--- src/rtl/key_queue.sv ---
// Keycode conditioner: glitch filter, arrow-press FIFO, frame-synchronous output register.
// Optional KEY_QUEUE_HOLD_EN: an empty FIFO re-presents a still-held arrow each frame.
module key_queue #(
  parameter int unsigned DEPTH         = 4,
  parameter int unsigned STABLE_CYCLES = 16
) (
  input  logic                           Clk,
  input  logic                           Reset_n,
  input  logic [7:0]                     keycode_in,
  input  logic                           frame_in,
  output logic [7:0]                     key_out,
  output logic                           key_valid,
  output logic [$clog2(DEPTH+1)-1:0]     fifo_count,
  output logic                           overflow
);

  localparam int unsigned CW = $clog2(DEPTH + 1);
  localparam int unsigned PW = $clog2(DEPTH);
  localparam int unsigned SW = $clog2(STABLE_CYCLES);
  localparam logic [SW-1:0] STAB_MAX = SW'(STABLE_CYCLES - 1);
  localparam logic [CW-1:0] COUNT_FULL = CW'(DEPTH);

  logic [7:0]    r_raw;
  logic [7:0]    r_last_acc;
  logic [SW-1:0] r_stab;
  logic [1:0]    r_sync;
  logic          r_sync_d;
  logic [7:0]    r_mem [DEPTH];
  logic [PW-1:0] r_rd_ptr;
  logic [PW-1:0] r_wr_ptr;
  logic [CW-1:0] r_count;

  logic w_is_arrow;
  logic w_accept;
  logic w_push;
  logic w_push_ok;
  logic w_pop;
  logic w_frame_pulse;
  logic w_full;
`ifdef KEY_QUEUE_HOLD_EN
  logic w_last_arrow;
  assign w_last_arrow = (r_last_acc >= 8'h4F) && (r_last_acc <= 8'h52);
`endif

  always_comb begin
    w_is_arrow    = (r_raw >= 8'h4F) && (r_raw <= 8'h52);
    w_accept      = (r_stab == STAB_MAX) && (r_raw != r_last_acc);
    w_push        = w_accept && w_is_arrow;
    w_frame_pulse = r_sync[1] && !r_sync_d;
    w_pop         = w_frame_pulse && (r_count != '0);
    w_full        = (r_count == COUNT_FULL);
    // A pop in the same cycle frees the slot a full-FIFO push needs.
    w_push_ok     = w_push && (!w_full || w_pop);
  end

  always_ff @(posedge Clk or negedge Reset_n) begin
    if (!Reset_n) begin
      r_raw      <= 8'h00;
      r_last_acc <= 8'h00;
      r_stab     <= '0;
      r_sync     <= 2'b00;
      r_sync_d   <= 1'b0;
    end else begin
      r_raw    <= keycode_in;
      r_sync   <= {r_sync[0], frame_in};
      r_sync_d <= r_sync[1];
      if (keycode_in != r_raw) begin
        r_stab <= '0;
      end else if (r_stab != STAB_MAX) begin
        r_stab <= r_stab + 1'b1;
      end
      if (w_accept) begin
        r_last_acc <= r_raw;
      end
    end
  end

  // Storage needs no reset; occupancy is tracked by the pointers and count.
  always_ff @(posedge Clk) begin
    if (w_push_ok) begin
      r_mem[r_wr_ptr] <= r_raw;
    end
  end

  always_ff @(posedge Clk or negedge Reset_n) begin
    if (!Reset_n) begin
      r_rd_ptr  <= '0;
      r_wr_ptr  <= '0;
      r_count   <= '0;
      overflow  <= 1'b0;
      key_out   <= 8'h00;
      key_valid <= 1'b0;
    end else begin
      if (w_push_ok) begin
        r_wr_ptr <= r_wr_ptr + 1'b1;
      end
      if (w_push && !w_push_ok) begin
        overflow <= 1'b1;
      end
      r_count <= r_count + CW'(w_push_ok) - CW'(w_pop);
      if (w_frame_pulse) begin
        if (w_pop) begin
          key_out   <= r_mem[r_rd_ptr];
          key_valid <= 1'b1;
          r_rd_ptr  <= r_rd_ptr + 1'b1;
        end else begin
`ifdef KEY_QUEUE_HOLD_EN
          key_out <= w_last_arrow ? r_last_acc : 8'h00;
`else
          key_out <= 8'h00;
`endif
          key_valid <= 1'b0;
        end
      end
    end
  end

  assign fifo_count = r_count;

endmodule

--- config.mk ---
export PLATFORM = sky130hd
export DESIGN_NAME = key_queue
export DESIGN_NICKNAME = d
export VERILOG_FILES = /design/src/rtl/key_queue.sv
export SDC_FILE = /design/constraint.sdc
export NUM_CORES = 1
export LEC_CHECK = 0
export BUFFER_PORTS_ARGS = -buffer_cell sky130_fd_sc_hd__buf_2
export CAP_MARGIN = 20
export CORE_ASPECT_RATIO = 1.4
export CORE_MARGIN = 2
export CORE_UTILIZATION = 63
export CTS_CLUSTER_DIAMETER = 50
export CTS_CLUSTER_SIZE = 24
export DETAILED_ROUTE_END_ITERATION = 10
export PLACE_DENSITY = 0.83
export SYNTH_ARGS = -nofsm -noshare
export SYNTH_HDL_FRONTEND = slang
export SYNTH_SLANG_ARGS = --single-unit
--- constraint.sdc ---
create_clock -name Clk -period 4.5 [get_ports Clk]
set_clock_uncertainty 0.2 [all_clocks]
set_input_delay 0.45 -clock Clk [delete_from_list [all_inputs] [get_ports Clk]]
set_output_delay 0.45 -clock Clk [all_outputs]
set_load 0.05 [all_outputs]
* Word level (Yosys, flattened, before mapping)
Memory sizes are Yosys's and may differ from the RTL's.
Index checks and enable logic that the tools add are counted.
** Storage, ports and cells
- Register bits after elaboration :: 40
- Latch bits :: 0
- Bits in writable memories :: 32
- Bits in read-only memories :: 0
- Input bits :: 11
- Output and inout bits :: 13
- Logic and storage cells :: 44
- Memories :: 1
** Memory list
- r_mem :: depth 4, width 8, rd ports 1, clocked after memory_dff 0, write ports 1, line 28 : logic [7:0] r_mem [DEPTH];
** Cells by class
- Add/sub/neg operators :: 5
- Multiply operators :: 0
- Divide/modulo/power cells :: 0
- $lt $le $gt $ge :: 2
- Eq/ne operators :: 5
- Shifts and indexed selects :: 0
- Mux-type cells :: 6
- Bitwise logic cells :: 0
- Reductions and logical operators :: 14
** Operators with widths (number)
- inequality test 8 bit :: 2
- greater-or-equal comparator 8 x 7 -> 1 bit (second input constant) :: 1
- less-or-equal comparator 8 x 7 -> 1 bit (second input constant) :: 1
- two-way mux 4 bit :: 2
- two-way mux 8 bit :: 1
- logical AND 1 bit :: 7
- adder 2 x 1 -> 2 bit (second input constant) :: 2
- adder 4 x 1 -> 4 bit (second input constant) :: 1
- == test 4 bit (second input constant) :: 1
- inequality test 4 bit (second input constant) :: 1
- adder 3 x 1 -> 3 bit :: 1
- == test 3 bit (second input constant) :: 1
- zero test 1 bit :: 3
- two-way mux 1 bit :: 3
- nonzero test 3 bit :: 1
- subtractor 3 x 1 -> 3 bit :: 1
- AND reduction 2 bit :: 1
- nonzero test 2 bit :: 1
- logical OR 1 bit :: 1

* Depth between registers and ports, before layout
Gate-level depths: netlist of the first run.
- Word-level depth :: 7
- Gate-level depth with buffers :: 13
- Mapped depth without buffers :: 12

* Worst setup path after synthesis of the first run
Ideal clock, no wire load.
- Path type :: register to register
- From :: register r_stab[0]
- To :: register r_count[2], in the netlist fifo_count[2]
- Library setup time :: 145 ps
- Arrival :: 2578 ps
- Required time :: 4155 ps
- Slack :: 1577 ps
- Stages on the path, launching flop included :: 14
- Path buffers :: 1
- Clock period less this slack :: 2923 ps
- Cell sequence :: dfrtp_1 > ha_1 > nand3_1 > a21oi_2 > and3_1 > buf_6 > inv_1 > ha_1 > inv_1 > ha_1 > inv_1 > fa_1 > xnor2_1 > xnor2_1
** On the way
- Word-level cells in the longest chain between the ends :: 6
** Ends and longest elaborated chain
- start, declared :: line 25 : logic [SW-1:0] r_stab;
- start signal, assigned :: line 70 : r_stab <= r_stab + 1'b1;
- == test 4 bit :: line 47 : w_accept = (r_stab == STAB_MAX) && (r_raw != r_last_acc);
- logical AND 1 bit :: line 47
- logical AND 1 bit :: line 48 : w_push = w_accept && w_is_arrow;
- logical AND 1 bit :: line 53 : w_push_ok = w_push && (!w_full || w_pop);
- adder 3 x 1 -> 3 bit :: line 100 : r_count <= r_count + CW'(w_push_ok) - CW'(w_pop);
- subtractor 3 x 1 -> 3 bit :: line 100
- end signal, assigned :: line 100
- end, declared :: line 31 : logic [CW-1:0] r_count;
Every way passes these cells.
A chain may end at the register's enable or synchronous reset.

* Worst setup path after layout of the first run
Same ends and word-level chain as after synthesis.

==> impl_results.md, run 1 <==
- Width of the die: 61.35 um
- Fraction of layout instances using a drive strength above 1: 29.38%
- Clock insertion delay at the later pin of the skew report: 0.33 ns
- Remaining max-slew budget at the tightest pin: 41.37%
- Sequential-to-total area share from yosys stat: 67.64%
- Vias in the first global route: 1607
- CP endpoint kind: flop
- Number of flops mapped to enable cells by yosys: 32
- Global-route wire length before repair: 7624 um
- Required time at the endpoint of the critical path: 4.56 ns
- Number of remaining DRC errors: 0
- Startpoint type of the worst setup path: flop
- Count of buffers from port buffering: 23
- Overall die area: 5170 sq um
- Number of instances in the synthesized netlist: 175
- Top area cells in the synthesized netlist: sky130_fd_sc_hd__dfrtp_1 (35%), sky130_fd_sc_hd__edfxtp_1 (33%), sky130_fd_sc_hd__mux4_2 (6.2%)
- Crit Path Category: reg -> reg
- Yosys cell types: 32
- Total global-route track usage: 20.96%
- Highest Clock Rate: 304.8 MHz
- Length in cells of the worst reg-to-reg path: 12
- Syn-to-layout area delta: 12.38%
- Count of final setup violators: 0
- Antenna-violating nets left: 0
- Predominant post-synthesis flop cell: sky130_fd_sc_hd__dfrtp_1
- Number of buffers on the longest clock path: 2
- Tcrit/Tclk final: 72.91%
- Final count of pins violating max slew: 0
- Worst hold path type: in -> async
- Critical path's slowest cell: sky130_fd_sc_hd__a21oi_2
- Area fraction of the dominant cell type after synthesis: 34.51%
- Max-cap check violation count: 0
- Gpl congestion: 0.7124
- Final antenna diode count: 0
- WL/cell: 16.50 um
- Critical register-to-register path endpoint: fifo_count[2]
- Area leader, netlist: sky130_fd_sc_hd__dfrtp_1
- Core Box Area: 4499 sq um
- Register clock-pin slew on the reported worst setup and hold paths: 0.07 ns
- Buffer count from post-CTS setup fixing: 0
- Detailed-routing iteration count for the pre-antenna-repair pass: 4
- Async set-reset flop share out of synthesis: 55.56%
- Final total negative setup slack: 0 ns
- Root Buffer Master: sky130_fd_sc_hd__clkbuf_8
- R2r startpoint: r_stab[0]
- Count of state elements after synthesis: 72
- H-tree depth: 3
- Layout filler cell count: 313
- FF-to-FF setup slack: 1.22 ns
- Slew at the pin closest to its max-slew limit: 0.8795 ns
- Total wirelength of the detailed-routed design: 4505 um
- Boundary Pins: 24
- Biggest cell delay along the critical path: 0.47 ns
- Min Tclk post-route: 3.281 ns
- Layout Nets: 225
- Mean cell area of the mapped netlist: 16.57 sq um
- Largest net degree at the start of global routing: 41
- PD cells: 359.9 nW/um^2
- CTS tree: built
- Starting DRT DRC Count: 81
- Per-cell via count in the routed design: 5.476
- Number of buffers added by the clock tree synthesis step: 9
- Biggest fanout along the worst timing path: 10
- Endpoints failing hold: 0
- Post-cts sizing count: 0
- Outcome: completed
- Critical path data arrival time: 3.34 ns
- Syn_nets: 194
- Number of placement rows: 29
- Congestion Overflow GR: 0
- Antenna violations before repair: 0
- CTS Sinks: 72
- Initial Util: 64.46%
- Die Height: 84.28 um
- Min Hold Slack: 0.03138 ns
- Yosys warning count: 0
- Total leakage power: 1.410 nW
- Total half-perimeter wirelength after legalization and detailed placement: 3292 um
- Critical Path, Cell by Cell: ha_1, nand3_1, a21oi_2, and3_1, inv_1, ha_1, inv_1, ha_1, inv_1, fa_1, xnor2_1, xnor2_1
- Netlist area before placement: 2900 sq um
- Largest voltage drop on the vdd net: 0.2572 mV
- Setup repair after global routing missed its margin: false
- Vias: 1495
synth_stat cells (2+ instances only):
master / number
sky130_fd_sc_hd__xnor2_1: 5
sky130_fd_sc_hd__edfxtp_1: 32
sky130_fd_sc_hd__and2_2: 4
sky130_fd_sc_hd__a22o_1: 8
sky130_fd_sc_hd__nand3_1: 3
sky130_fd_sc_hd__nor4_2: 2
sky130_fd_sc_hd__clkbuf_1: 3
sky130_fd_sc_hd__nor3b_1: 2
sky130_fd_sc_hd__mux4_2: 8
sky130_fd_sc_hd__inv_1: 6
sky130_fd_sc_hd__dfrtp_1: 40
sky130_fd_sc_hd__xor2_1: 17
sky130_fd_sc_hd__nor4_1: 2
sky130_fd_sc_hd__nor3_1: 3
sky130_fd_sc_hd__mux2_2: 8
sky130_fd_sc_hd__nand2_1: 5
sky130_fd_sc_hd__ha_1: 7
sky130_fd_sc_hd__nor2_1: 6
state kept, by name, indices dropped and copies added (netlist names):
signal	flops
r_sync_d	1
r_raw	8
fifo_count	3
key_valid	1
r_wr_ptr	2
r_last_acc	8
key_out	8
overflow	1
r_rd_ptr	2
r_sync	2
r_mem	32
r_stab	4
stage by stage:
step	instance area [sq um]	total power [mW]	setup WS, ns	cells	utilization (%)
2_1_floorplan	2900	0.7253	1.577	175	-
3_3_place_gp	3073	0.7422	1.342	256	68.30
3_5_place_dp	3073	0.7438	1.214	256	68.30
4_1_cts	3249	1.184	1.194	272	72.22
5_1_grt	3259	1.222	1.010	273	72.44
6_report	3259	1.173	1.219	273	72.44
critical path, delay by kind of cell (launching register included):
family | cells | cell delay, ns
AND/OR/NAND/NOR | 2 | 0.61
AO/OA/AOI/OAI | 1 | 0.47
buffers and inverters | 3 | 0.19
flip-flops | 1 | 0.41
XOR/XNOR | 2 | 0.31
adder cells (fa/ha/maj) | 4 | 1.03
area by class of cell:
cell class	count	area (sq um)	area share [%]
Tap cell	62	77.57	2.380
Clock buffer	13	158.9	4.875
Timing Repair Buffer	25	132.6	4.069
Clock inverter	3	17.52	0.5374
Inverter	6	22.52	0.6910
Sequential cell	72	1962	60.19
Multi-Input combinational cell	92	888.4	27.26
timing repair:
action | CTS | global route
hold endpoints to repair | 0 | 1
setup endpoints to repair | 0 | 0
hold buffers | 0 | 1
layout by cell type (no fill, tap or decap):
master	count
sky130_fd_sc_hd__nand3_1	3
sky130_fd_sc_hd__dlygate4sd3_1	1
sky130_fd_sc_hd__xnor2_1	5
sky130_fd_sc_hd__nand2_1	5
sky130_fd_sc_hd__nor4_1	2
sky130_fd_sc_hd__clkinv_2	2
sky130_fd_sc_hd__edfxtp_1	32
sky130_fd_sc_hd__buf_4	1
sky130_fd_sc_hd__and3_1	1
sky130_fd_sc_hd__a21o_1	1
sky130_fd_sc_hd__xor2_1	17
sky130_fd_sc_hd__nor3b_1	2
sky130_fd_sc_hd__buf_2	23
sky130_fd_sc_hd__and4b_1	1
sky130_fd_sc_hd__dfrtp_1	40
sky130_fd_sc_hd__nor2_1	6
sky130_fd_sc_hd__nor4b_1	1
sky130_fd_sc_hd__clkinvlp_4	1
sky130_fd_sc_hd__o21bai_1	1
sky130_fd_sc_hd__mux2_2	8
sky130_fd_sc_hd__nor4_2	2
sky130_fd_sc_hd__nor3_1	3
sky130_fd_sc_hd__fa_1	1
sky130_fd_sc_hd__a21oi_2	1
sky130_fd_sc_hd__a31oi_1	1
sky130_fd_sc_hd__nand2b_1	1
sky130_fd_sc_hd__mux2i_1	1
sky130_fd_sc_hd__ha_1	7
sky130_fd_sc_hd__a22o_1	8
sky130_fd_sc_hd__mux4_2	8
sky130_fd_sc_hd__a22oi_1	1
sky130_fd_sc_hd__and2_2	4
sky130_fd_sc_hd__mux2_4	1
sky130_fd_sc_hd__clkbuf_8	11
sky130_fd_sc_hd__inv_1	6
sky130_fd_sc_hd__clkbuf_1	2
per-layer routing:
metal	global-route usage (%)	part of all wire [%]	up-vias	wire, um
met4	7.930	2.7	0	123
met3	7.550	3.9	14	177
met5	0	0	-	0
met1	24.26	40	749	1795
li1	-	-	699	-
met2	34.82	53	33	2408
power by group:
group / internal (mW) / switching, mW / total, mW / leakage (nW)
clock: 0.229 / 0.214 / 0.442 / 0.0894
sequential: 0.692 / 0.0105 / 0.703 / 0.821
combinational: 0.0105 / 0.0172 / 0.0276 / 0.500
total: 0.931 / 0.241 / 1.17 / 1.41
cell families after synthesis:
group	share of synthesized area, %
adders and majority gates	3.710
DFF	67.64
AOI/OAI and AO/OA	3.711
xor gates and xnor gates	6.643
buffers and inverters	1.725
and+or+nand+nor	6.385
muxes	10.18
how the worst max path moves through the flow:
stage,slack [ns],startpoint,cells after the start,endpoint
3_5_place_dp,1.21,r_stab[0],12,fifo_count[2]
5_1_grt,1.01,r_stab[0],12,fifo_count[2]
6_report,1.22,r_stab[0],12,fifo_count[2]
3_3_place_gp,1.34,r_stab[0],12,fifo_count[2]
2_1_floorplan,1.58,r_stab[0],13,fifo_count[2]
4_1_cts,1.19,r_stab[0],12,fifo_count[2]
(Power assumes the default switching activity.)
==> run 2, diff against run 1 <==
--- a/config.mk
+++ b/config.mk
@@ -5,15 +5,16 @@
 export SDC_FILE = /design/constraint.sdc
 export NUM_CORES = 1
 export LEC_CHECK = 0
+export ABC_AREA = 1
 export BUFFER_PORTS_ARGS = -buffer_cell sky130_fd_sc_hd__buf_2
 export CAP_MARGIN = 20
 export CORE_ASPECT_RATIO = 1.4
 export CORE_MARGIN = 2
-export CORE_UTILIZATION = 63
+export CORE_UTILIZATION = 53
 export CTS_CLUSTER_DIAMETER = 50
 export CTS_CLUSTER_SIZE = 24
 export DETAILED_ROUTE_END_ITERATION = 10
-export PLACE_DENSITY = 0.83
+export PLACE_DENSITY = 0.74
 export SYNTH_ARGS = -nofsm -noshare
 export SYNTH_HDL_FRONTEND = slang
 export SYNTH_SLANG_ARGS = --single-unit
==> constraint.sdc (replaced) <==
create_clock -name Clk -period 2.9 [get_ports Clk]
set_clock_uncertainty 0.2 [all_clocks]
set_input_delay 0.29 -clock Clk [delete_from_list [all_inputs] [get_ports Clk]]
set_output_delay 0.29 -clock Clk [all_outputs]
set_load 0.05 [all_outputs]
==> impl_results.md, run 2 <==
- Outcome: completed (unchanged)
- Area leader, netlist: sky130_fd_sc_hd__dfrtp_1 (unchanged)
- Critical register-to-register path endpoint: fifo_count[2] (unchanged)
- Cells after DPL: 391 (was 256)
- Count of buffers from port buffering: 23 (unchanged)
- Root Buffer Master: sky130_fd_sc_hd__clkbuf_8 (unchanged)
- Critical path's slowest cell: sky130_fd_sc_hd__dfrtp_1 (was sky130_fd_sc_hd__a21oi_2)
- Worst hold path type: reg -> reg (was in -> async)
- Gpl congestion: 0.7513 (was 0.7124)
- Fraction of layout instances using a drive strength above 1: 16.43% (was 29.38%)
- Syn-to-layout area delta: 16.67% (was 12.38%)
- Non-filler instance count after layout: 417 (was 273)
- Layout filler cell count: 479 (was 313)
- Total global-route track usage: 18.61% (was 20.96%)
- Startpoint type of the worst setup path: flop (unchanged)
- Largest reg by FF count: r_mem (unchanged)
- Number of instances in the synthesized netlist: 298 (was 175)
- Endpoints failing hold: 0 (unchanged)
- Tcrit/Tclk final: 86.95% (was 72.91%)
- Met3 usage in global routing: 3.594% (was 7.550%)
- Required time at the endpoint of the critical path: 2.93 ns (was 4.56 ns)
- CP endpoint kind: flop (unchanged)
- Total wirelength of the detailed-routed design: 5443 um (was 4505 um)
- CTS tree: built (unchanged)
- Core Box Area: 5781 sq um (was 4499 sq um)
- Boundary Pins: 24 (unchanged)
- Biggest cell delay along the critical path: 0.41 ns (was 0.47 ns)
- Cell class contributing the biggest share of worst-path delay: adder cells (unchanged)
- Clock insertion delay at the later pin of the skew report: 0.34 ns (was 0.33 ns)
- Final count of pins violating max slew: 0 (unchanged)
- Final antenna diode count: 0 (unchanged)
- Predominant post-synthesis flop cell: sky130_fd_sc_hd__dfrtp_1 (unchanged)
- FF-to-FF setup slack: 0.38 ns (was 1.22 ns)
- CTS Sinks: 72 (unchanged)
- Per-cell via count in the routed design: 5.062 (was 5.476)
- Antenna-violating nets left: 0 (unchanged)
- Crit Path Category: reg -> reg (unchanged)
- Max-cap check violation count: 0 (unchanged)
- Number of buffers added by the clock tree synthesis step: 9 (unchanged)
- Cell with the most instances after synthesis: sky130_fd_sc_hd__nand2_1 (was sky130_fd_sc_hd__dfrtp_1)
- Global-route wire length before repair: 9315 um (was 7624 um)
- Biggest fanout along the worst timing path: 4 (was 10)
- Initial Util: 54.39% (was 64.46%)
- Worst Path Buf+Inv: 3 (unchanged)
- Starting DRT DRC Count: 140 (was 81)
- Highest Clock Rate: 396.6 MHz (was 304.8 MHz)
- Leading cell types in the layout, fill and taps excluded: sky130_fd_sc_hd__nand2_1 (73), sky130_fd_sc_hd__inv_1 (44), sky130_fd_sc_hd__dfrtp_1 (40) (was sky130_fd_sc_hd__dfrtp_1 (40), sky130_fd_sc_hd__edfxtp_1 (32), sky130_fd_sc_hd__buf_2 (23))
- Post-cts sizing count: 0 (unchanged)
- GR peak layer: met2 (unchanged)
- GR Util met1: 21.01% (was 24.26%)
- Critical path data arrival time: 2.55 ns (was 3.34 ns)
- Antenna violations before repair: 0 (unchanged)
- Place WS: 0.3752 ns (was 1.214 ns)
- Setup repair after global routing missed its margin: false (unchanged)
- Congestion Overflow GR: 0 (unchanged)
- Count of final setup violators: 0 (unchanged)
- Largest net degree at the start of global routing: 41 (unchanged)
- Vias in the first global route: 2056 (was 1607)
- Most used standard cells in the synthesized netlist: sky130_fd_sc_hd__nand2_1 (73), sky130_fd_sc_hd__inv_1 (44), sky130_fd_sc_hd__dfrtp_1 (40) (was sky130_fd_sc_hd__dfrtp_1 (40), sky130_fd_sc_hd__edfxtp_1 (32), sky130_fd_sc_hd__xor2_1 (17))
- Capturing element of the worst setup path: fifo_count[2] (unchanged)
- Syn_nets: 317 (was 194)
- Count of state elements after synthesis: 72 (unchanged)
- Top area cells in the synthesized netlist: sky130_fd_sc_hd__dfrtp_1 (32%), sky130_fd_sc_hd__edfxtp_1 (31%), sky130_fd_sc_hd__nand2_1 (8.7%) (was sky130_fd_sc_hd__dfrtp_1 (35%), sky130_fd_sc_hd__edfxtp_1 (33%), sky130_fd_sc_hd__mux4_2 (6.2%))
- Yosys warning count: 0 (unchanged)
- Length in cells of the worst reg-to-reg path: 10 (was 12)
- H-tree depth: 3 (unchanged)
- Critical Path, Cell by Cell: ha_1, nand3_1, inv_1, nand4_1, ha_1, inv_1, ha_1, inv_1, fa_1, xnor2_1 (was ha_1, nand3_1, a21oi_2, and3_1, inv_1, ha_1, inv_1, ha_1, inv_1, fa_1, xnor2_1, xnor2_1)
- Most common cell after layout, fill and taps aside: sky130_fd_sc_hd__nand2_1 (was sky130_fd_sc_hd__dfrtp_1)
- Area fraction of the dominant cell type after synthesis: 31.83% (was 34.51%)
- Least setup slack across all paths after layout: 0.3784 ns (was 1.219 ns)
- Total leakage power: 1.728 nW (was 1.410 nW)
- Yosys cell types: 28 (was 32)
- Overall power consumption: 2.013 mW (was 1.173 mW)
- Largest register FFs: 32 (unchanged)
- Number of flops mapped to enable cells by yosys: 32 (unchanged)
- Register clock-pin slew on the reported worst setup and hold paths: 0.07 ns (about the same)
- Largest voltage drop on the vdd net: 0.5690 mV (was 0.2572 mV)
- Number of placement rows: 33 (was 29)
- Mean cell area of the mapped netlist: 10.55 sq um (was 16.57 sq um)
- R2r startpoint: r_stab[0] (unchanged)
- Slew at the pin closest to its max-slew limit: 0.9146 ns (was 0.8795 ns)
- WL/cell: 13.05 um (was 16.50 um)
- Netlist area before placement: 3144 sq um (was 2900 sq um)
- PD cells: 548.6 nW/um^2 (was 359.9 nW/um^2)
- Total half-perimeter wirelength after legalization and detailed placement: 3685 um (was 3292 um)
- Overall die area: 6573 sq um (was 5170 sq um)
- Min Tclk post-route: 2.522 ns (was 3.281 ns)
- Launching instance or port of the critical path: r_stab[0] (unchanged)
- Die Height: 95.14 um (was 84.28 um)
- Number of remaining DRC errors: 0 (unchanged)
- Number of buffers on the longest clock path: 2 (unchanged)
- Final total negative setup slack: 0 ns (unchanged)
- Vias: 2111 (was 1495)
- Remaining max-slew budget at the tightest pin: 39.02% (was 41.37%)
- Detailed-routing iteration count for the pre-antenna-repair pass: 4 (unchanged)
- Routing usage on met2: 32.37% (was 34.82%)
- Async set-reset flop share out of synthesis: 55.56% (unchanged)
- Layout Nets: 361 (was 225)
- Count of cell instances traversed by the critical path: 10 (was 12)
- Sequential-to-total area share from yosys stat: 62.40% (was 67.64%)
- Width of the die: 69.10 um (was 61.35 um)
- Buffer count from post-CTS setup fixing: 0 (unchanged)
run 2: power breakdown:
part	total, mW	internal [mW]	switching [mW]
combinational	0.0662	0.0274	0.0389
clock	0.856	0.506	0.351
sequential	1.09	1.07	0.0159
run 2: worst min-delay path by stage:
stage	slack [ns]	cells after the start	end	startpoint
CTS	0.15	0	r_sync[1]	r_sync[0]
finish	0.15	0	r_sync[1]	r_sync[0]
global route	0.17	0	r_sync[1]	r_sync[0]
floorplan	-0.21	0	fifo_count[0]	Reset_n
detailed placement	0.14	0	r_sync[1]	r_sync[0]
global placement	0.13	0	r_sync[1]	r_sync[0]
run 2: stage by stage:
step                      utilization (%)  cell area, sq um  hold WS (ns)
after floorplan                         -              3144       -0.2056
after global placement              58.01              3353        0.1329
after detailed placement            58.01              3353        0.1364
after CTS                           63.46              3669        0.1530
after global routing                63.46              3669        0.1690
final                               63.46              3669        0.1506
run 2: area by class of cell:
cell class / count / area, sq um / share of cell area (%)
clock inverter: 4 / 70.07 / 1.910
sequential: 72 / 1962 / 53.48
clock buffer: 12 / 145.1 / 3.956
tap: 70 / 87.58 / 2.387
timing repair buffer: 40 / 267.8 / 7.299
multi-input combinational: 173 / 963.4 / 26.26
inverter: 46 / 172.7 / 4.707
run 2: cell families (layout without fill, tap and decap cells):
kind of cell / after synthesis / in the layout / share of synthesized area [%]
buf+inv: 53 / 102 / 6.963
xor+xnor: 12 / 12 / 3.343
fa+ha+maj: 8 / 8 / 3.422
simple gates: 113 / 113 / 15.00
flops: 72 / 72 / 62.40
compound gates: 40 / 40 / 8.874
run 2: worst reg2reg max path, cell delays in order (launching register included):
cell and delay (ns):
sky130_fd_sc_hd__dfrtp_1 0.41, sky130_fd_sc_hd__ha_1 0.23, sky130_fd_sc_hd__nand3_1 0.22, sky130_fd_sc_hd__inv_1 0.15
sky130_fd_sc_hd__nand4_1 0.15, sky130_fd_sc_hd__ha_1 0.33, sky130_fd_sc_hd__inv_1 0.06, sky130_fd_sc_hd__ha_1 0.12
sky130_fd_sc_hd__inv_1 0.04, sky130_fd_sc_hd__fa_1 0.37, sky130_fd_sc_hd__xnor2_1 0.13
run 2: repair_timing:
item	in CTS	in global routing
endpoints found under the setup margin	0	0
hold buffers	10	0
endpoints found under the hold margin	49	0
run 2: per-layer routing:
| layer | wire length, um | vias up | part of all wire, % |
|---|---|---|---|
| met5 | 0 | - | 0 |
| met2 | 2795 | 46 | 51 |
| met3 | 167 | 14 | 3.1 |
| li1 | - | 1051 | - |
| met1 | 2324 | 1000 | 43 |
| met4 | 156 | 0 | 2.9 |
==> run 3, diff against run 2 <==
--- a/config.mk
+++ b/config.mk
@@ -11,6 +11,7 @@
 export CORE_ASPECT_RATIO = 1.4
 export CORE_MARGIN = 2
 export CORE_UTILIZATION = 53
+export CTS_BUF_LIST = sky130_fd_sc_hd__clkbuf_4 sky130_fd_sc_hd__clkbuf_8 sky130_fd_sc_hd__clkbuf_16
 export CTS_CLUSTER_DIAMETER = 50
 export CTS_CLUSTER_SIZE = 24
 export DETAILED_ROUTE_END_ITERATION = 10
==> impl_results.md, run 3 (synthesized netlist as in run 2, its figures left out) <==
- Crit Path Category: reg -> reg (unchanged)
- Layout filler cell count: 479 (unchanged)
- FF-to-FF setup slack: 0.38 ns (about the same)
- Fraction of layout instances using a drive strength above 1: 17.00% (was 16.43%)
- CP endpoint kind: flop (unchanged)
- Startpoint type of the worst setup path: flop (unchanged)
- Starting DRT DRC Count: 126 (was 140)
- Overall die area: 6573 sq um (unchanged)
- Remaining max-slew budget at the tightest pin: 39.64% (was 39.02%)
- Routed length on met2: 2816 um (was 2795 um)
- Post-Route Utilization: 63.59% (was 63.46%)
- Final total negative setup slack: 0 ns (unchanged)
- Slew at the pin closest to its max-slew limit: 0.9054 ns (was 0.9146 ns)
- Clock insertion delay at the later pin of the skew report: 0.34 ns (about the same)
- Final count of pins violating max slew: 0 (unchanged)
- Critical path's slowest cell: sky130_fd_sc_hd__dfrtp_1 (unchanged)
- Layout Nets: 361 (unchanged)
- Number of remaining DRC errors: 0 (unchanged)
- Initial Util: 54.39% (unchanged)
- Endpoints failing hold: 0 (unchanged)
- Width of the die: 69.10 um (unchanged)
- Global-route wire length before repair: 9349 um (was 9315 um)
- Final antenna diode count: 0 (unchanged)
- Critical path data arrival time: 2.55 ns (about the same)
- Detailed-routing iteration count for the pre-antenna-repair pass: 4 (unchanged)
- Count of buffers from port buffering: 23 (unchanged)
- Buffer count from post-CTS setup fixing: 0 (unchanged)
- Vias: 2088 (was 2111)
- Setup repair after global routing missed its margin: false (unchanged)
- Gpl congestion: 0.7513 (unchanged)
- Largest voltage drop on the vdd net: 0.5686 mV (was 0.5690 mV)
- PD cells: 551.6 nW/um^2 (was 548.6 nW/um^2)
- Count of final setup violators: 0 (unchanged)
- Required time at the endpoint of the critical path: 2.93 ns (about the same)
- DR top layer: met4 (unchanged)
- Most common cell after layout, fill and taps aside: sky130_fd_sc_hd__nand2_1 (unchanged)
- Largest reg by FF count: r_mem (unchanged)
- Metal1 wirelength: 2268 um (was 2324 um)
- Total half-perimeter wirelength after legalization and detailed placement: 3685 um (unchanged)
- Tcrit/Tclk final: 86.91% (was 86.95%)
- Register clock-pin slew on the reported worst setup and hold paths: 0.07 ns (about the same)
- Total wirelength of the detailed-routed design: 5404 um (was 5443 um)
- WL/cell: 12.96 um (was 13.05 um)
- Number of buffers on the longest clock path: 2 (unchanged)
- Largest register FFs: 32 (unchanged)
- Congestion Overflow GR: 0 (unchanged)
- Boundary Pins: 24 (unchanged)
- Number of buffers added by the clock tree synthesis step: 9 (unchanged)
- Outcome: completed (unchanged)
- Max-cap check violation count: 0 (unchanged)
- Worst hold path type: reg -> reg (unchanged)
- Largest net degree at the start of global routing: 41 (unchanged)
- Biggest fanout along the worst timing path: 4 (unchanged)
- CTS tree: built (unchanged)
- Antenna-violating nets left: 0 (unchanged)
- Critical Path, Cell by Cell: ha_1, nand3_1, inv_1, nand4_1, ha_1, inv_1, ha_1, inv_1, fa_1, xnor2_1 (unchanged)
- Worst Path Buf+Inv: 3 (unchanged)
- Per-cell via count in the routed design: 5.007 (was 5.062)
- Total leakage power: 1.735 nW (was 1.728 nW)
- Leading cell types in the layout, fill and taps excluded: sky130_fd_sc_hd__nand2_1 (73), sky130_fd_sc_hd__inv_1 (44), sky130_fd_sc_hd__dfrtp_1 (40) (unchanged)
- Die Height: 95.14 um (unchanged)
- Number of placement rows: 33 (unchanged)
- Min Tclk post-route: 2.520 ns (was 2.522 ns)
- Biggest cell delay along the critical path: 0.41 ns (about the same)
- Core Box Area: 5781 sq um (unchanged)
- Syn-to-layout area delta: 16.91% (was 16.67%)
- Root Buffer Master: sky130_fd_sc_hd__clkbuf_8 (unchanged)
- Highest Clock Rate: 396.8 MHz (was 396.6 MHz)
- Vias in the first global route: 2065 (was 2056)
- Total global-route track usage: 18.71% (was 18.61%)
- Met3 WL: 186 um (was 167 um)
- Antenna violations before repair: 0 (unchanged)
- H-tree depth: 3 (unchanged)
- CTS Sinks: 72 (unchanged)
- Cell class contributing the biggest share of worst-path delay: adder cells (unchanged)
run 3: per-layer routing:
metal,vias to the layer above,track usage [%]
met5,-,0
met4,0,11.11
met3,12,4.545
met2,42,32.45
met1,981,21.01
li1,1053,-
run 3: cell type report:
type                    count  area, sq um  share of cell area [%]
clock inverters             4        70.07                   1.906
inverters                  46        172.7                   4.697
repair buffers             40        267.8                   7.284
flip-flops and latches     72         1962                   53.37
clock buffers              12        152.6                   4.152
multi-input cells         173        963.4                   26.21
well taps                  70        87.58                   2.383
run 3: report_power, final:
part           total [mW]  switching, mW  internal, mW  leakage (nW)
combinational      0.0662         0.0389        0.0274         0.797
clock               0.872          0.347         0.525         0.117
sequential           1.09         0.0158          1.07         0.821
run 3: timing repair:
item	CTS	global route
hold buffers	10	0
endpoints found under the setup margin	0	0
gates resized for setup	0	0
hold endpoints to repair	49	0
run 3: worst paths after layout:
kind,from,end,cells past startpoint
setup / recovery,r_stab[0],fifo_count[2],10
hold / removal,r_sync[0],r_sync[1],0
setup reg to reg,r_stab[0],fifo_count[2],10
hold reg to reg,r_sync[0],r_sync[1],0
max in group asynchronous,Reset_n,r_raw[0],2
min in group asynchronous,Reset_n,r_stab[3],2
run 3: metrics by stage:
stage / area, sq um / hold slack (ns) / setup slack, ns / std cells / power (mW)
after floorplan: 3144 / -0.2056 / 0.3490 / 298 / 1.137
after global placement: 3353 / 0.1329 / 0.4718 / 391 / 1.166
after detailed placement: 3353 / 0.1364 / 0.3752 / 391 / 1.168
after CTS: 3676 / 0.1530 / 0.3687 / 417 / 2.051
after global routing: 3676 / 0.1690 / 0.1834 / 417 / 2.099
final: 3676 / 0.1511 / 0.3797 / 417 / 2.028
